==> config.mk <==
export PLATFORM = sky130hd
export DESIGN_NAME = moore_ring_select
export DESIGN_NICKNAME = d
export VERILOG_FILES = /design/src/rtl/moore_ring_select.sv
export SDC_FILE = /design/constraint.sdc
export NUM_CORES = 1
export LEC_CHECK = 0
export CORE_MARGIN = 2
export CORE_UTILIZATION = 25
export DETAILED_ROUTE_END_ITERATION = 7
export PLACE_DENSITY = 0.55
export SLEW_MARGIN = 10
export SYNTH_ARGS = -nofsm -noshare
export SYNTH_HDL_FRONTEND = slang
export SYNTH_SLANG_ARGS = --single-unit
export TNS_END_PERCENT = 1
==> constraint.sdc <==
create_clock -name clk -period 1.75 [get_ports clk]
set_input_delay 0.35 -clock clk [delete_from_list [all_inputs] [get_ports clk]]
set_output_delay 0.35 -clock clk [all_outputs]
set_load 0.05 [all_outputs]
==> src/rtl/moore_ring_select.sv <==
// moore_ring_select: edge-advanced ring of NSTATE states selecting one of NSTATE data channels onto oY, with wrap pulse and saturating wrap count
module moore_ring_select #(
  parameter int WIDTH = 4,
  parameter int NSTATE = 4,
  localparam int SW = $clog2(NSTATE)
) (
  input  logic                    clk,
  input  logic                    Rst,
  input  logic                    i,
  input  logic                    iDir,
  input  logic                    iClr,
  input  logic [NSTATE*WIDTH-1:0] iData,
  output logic [WIDTH-1:0]        oY,
  output logic [SW-1:0]           oState,
  output logic                    oWrap,
  output logic [7:0]              oWrapCnt
);
  logic [SW-1:0] state, state_nx;
  logic i_prev, adv, wrap;
  always_comb begin
    adv = i & ~i_prev;
    wrap = adv & (iDir ? state == '0 : state == SW'(NSTATE - 1));
    state_nx = !adv ? state :
               iDir ? (state == '0 ? SW'(NSTATE - 1) : state - 1'b1) :
                      (state == SW'(NSTATE - 1) ? '0 : state + 1'b1);
  end
  always_ff @(posedge clk or posedge Rst) begin
    if (Rst) begin
      state <= '0;
      i_prev <= 1'b0;
      oWrap <= 1'b0;
      oWrapCnt <= 8'd0;
    end else begin
      i_prev <= i;
      if (iClr) begin
        state <= '0;
        oWrap <= 1'b0;
        oWrapCnt <= 8'd0;
      end else begin
        state <= state_nx;
        oWrap <= wrap;
        if (wrap && oWrapCnt != 8'hff) oWrapCnt <= oWrapCnt + 8'd1;
      end
    end
  end
  assign oY = iData[int'(state)*WIDTH +: WIDTH];
  assign oState = state;
endmodule

==> impl_metrics.yaml <==
setup_path:
  path_cells: "buf_6, mux4_2, buf_8"
  r2r_slack_ps: 10
  reg2reg_from: "oState[0]$_DFFE_PP0P_"
  slowest_delay_ps: 520
  r2r_cells: 7
  crit_slowest_cell: "mux4_2"
  start_kind: "register"
  crit_fanout: 5
  critPathKind: "register to output pin"
  crit_required_ps: 1400
  cp.arrival_ps: 1470
  worst_r2r_endpoint: "oWrapCnt[6]$_DFFE_PP0P_"
  cp-end-kind: "output pin"
timing:
  period_needed_ps: 1819
  fin_worst_skew_ps: 3.783
  timing.final.ws_setup_ps: -68.78
  clock.fmax_mhz: 549.8
  hold_viol_final: 0
  tightest_slew_ps: 485.2
  setup_viol: 4
  fin_crit_sh_pct: 103.9
  relSlewSlack_pct: 67.62
  fin_hold_ws_ps: 380.2
  rsz0062_at_grt: "yes"
  slew_violations: 0
pwr:
  power_density_mw_per_mm2: 577.4
  p_leak_uw: 0.0005568
  ir_worst_vdd_mv: 0.2907
synthesis:
  muxShareOfSynthArea_pct: 14.91
  ys_ff_latch: 12
  syn_avg_cell_area_um2: 10.09
  synth_area_leaders: "dfrtp_1 (40%), mux4_2 (12%), a21oi_1 (5.4%)"
  netlist_area_um2: 747.0
  async_reset_ff_share_pct: 100.0
  synthFlopType: "dfrtp_1"
  synth_top_area_share_pct: 40.20
  yosys.area_share.adder_pct: 5.025
  synthSimpleGateAreaFrac_pct: 19.10
  synth_top_family_by_area: "simple AND/OR/NAND/NOR gates"
  postSynthCellCount: 74
  ys_types: 29
  synth_edf_count: 0
  yosysWarnings: 0
  ys_seq_area_share_pct: 40.20
  synth_nets: 98
  synth-xor-area-share_pct: 1.173
  synth_compound_area_share_pct: 14.57
  synth_area_leader_cell: "dfrtp_1"
clock_network:
  cts.sinks: 12
  cts_tree: "built"
  clk_pin_slew_ps: 80
  numCtsBuffers: 3
  htree_levels: 1
  clock_latency_ps: 290
  max-clock-path-buffers: 2
  hold_buffers: 0
  root_buffer: "clkbuf_4"
final_layout:
  fill_cells: 274
  drive_gt1_share_pct: 40.65
  n_antenna_cell: 0
  final_util_pct: 47.10
  layout.nets: 148
  mostFrequentLayoutCell: "buf_4"
  final_cell_mix: "buf_4 (22), clkdlybuf4s50_1 (20), dfrtp_1 (10), a21oi_1 (6)"
  final_cell_count_no_fill: 154
  area_growth_pct: 76.88
floorplanning:
  coreArea_mm2: 0.002805
  rows: 19
  initial_core_util_pct: 26.63
  fp.dieH_um: 58.66
  die_area_mm2: 0.003441
  fp.dieW_um: 58.66
  io_pins: 36
route:
  drtIter0Drc: 20
  dr_wl_met3_um: 233
  postRouteWirelength_um: 2135
  met1_length_um: 806
  firstDrtPassIters: 6
  num_vias: 794
  wl_met2_um: 1051
  avgRoutedWirePerCell_um: 13.86
  via_per_inst: 5.156
  drcViolationCount: 6
  top_layer_used: "met4"
  antenna_left: 0
global_route:
  grt_start_max_net_pins: 13
  grt_use_total_pct: 13.44
  grt_pass1_vias: 784
  antenna_found_initial: 0
  grt_first_pass_wirelength_um: 3456
  grt-ovfl-total: 0
placed_design:
  placed_cells: 148
  post-place-ws_ps: -150.3
  dp_hpwl_um: 1609
  numPortBuffers: 35
  gp_congestion: 0.7508
run_status:
  failed_checks: "design-rule violations, negative setup slack"
  status: "complete, but fails checks"
hold_path:
  hold_class: "input pin to asynchronous set/reset pin"
job:
  timing.max_cap.violations: 0
flip-flops by register name, summed over array words and instances (netlist names):
signal,count
oWrap,1
i_prev,1
oWrapCnt,8
oState,2
power by group:
part,internal [uW],switching (uW),total (uW)
Clock,127,101,228
Combinational,124,122,247
Sequential,284,4.37,288
Total,535,228,763
critical path: cells and delay by family, from the launching register on:
| family | cells | cell delay, ps |
|---|---|---|
| DFF | 1 | 370 |
| buffers and inverters | 2 | 300 |
| muxes | 1 | 520 |
cells in the mapped netlist, types with 2 or more instances:
cell type and count:
clkbuf_1 2, nor3_1 2, nor2_1 5, inv_1 6, or4_1 3, o21ai_0 3
a211oi_1 2, nand3_1 2, or3_1 2, dfrtp_1 12, o31ai_1 2, ha_1 3
a21oi_1 8, mux4_2 4, nand2_1 3, o41ai_1 2
layer usage:
| layer | vias up | track usage, % |
|---|---|---|
| met4 | 0 | 6.818 |
| met2 | 34 | 23.27 |
| met1 | 379 | 15.88 |
| li1 | 376 | - |
| met3 | 5 | 2.418 |
| met5 | - | 0 |
logic make-up (layout without fill, tap and decap cells):
kind of cell    after synthesis  in the layout
xor+xnor                      1              1
mux                           6              6
buf+inv                       9             58
fa+ha+maj                     3              3
compound gates               18             18
flops                        12             12
simple gates                 25             25
through the flow:
step	cell area (um^2)	TNS, ps	total power (uW)
2_1_floorplan	799.5	-333.3	425.3
3_3_place_gp	1217	-544.4	521.9
3_5_place_dp	1217	-582.7	523.7
4_1_cts	1300	-282.1	775.5
5_1_grt	1321	-746.9	799.1
6_report	1321	-225.0	762.8
what timing repair did:
action / in CTS / in global routing
resized for setup: 7 / 5
endpoints found under the setup margin: 4 / 11
cloned: 0 / 0
pin swaps: 0 / 2
buffers inserted: 2 / 0
final cells by class:
class / count / area (um^2) / share of cell area, %
repair buffers: 48 / 445.4 / 33.71
clock buffers: 4 / 36.28 / 2.746
well taps: 31 / 38.79 / 2.936
multi-input cells: 53 / 473.0 / 35.80
flip-flops and latches: 12 / 302.8 / 22.92
inverters: 6 / 25.02 / 1.894
worst max path at each step:
| stage | start | slack (ps) | end | depth (start not counted) |
|---|---|---|---|---|
| final | oState[0]$_DFFE_PP0P_ | -70 | oY[1] | 3 |
| after global routing | oState[0]$_DFFE_PP0P_ | -120 | oY[1] | 3 |
| after CTS | oState[0]$_DFFE_PP0P_ | -80 | oY[1] | 3 |
| after detailed placement | iDir | -150 | oWrapCnt[5]$_DFFE_PP0P_ | 5 |
| after global placement | iDir | -130 | oWrapCnt[5]$_DFFE_PP0P_ | 5 |
| after floorplan | oState[0]$_DFFE_PP0P_ | -70 | oWrapCnt[2]$_DFFE_PP0P_ | 8 |
(Power assumes the default switching activity.)
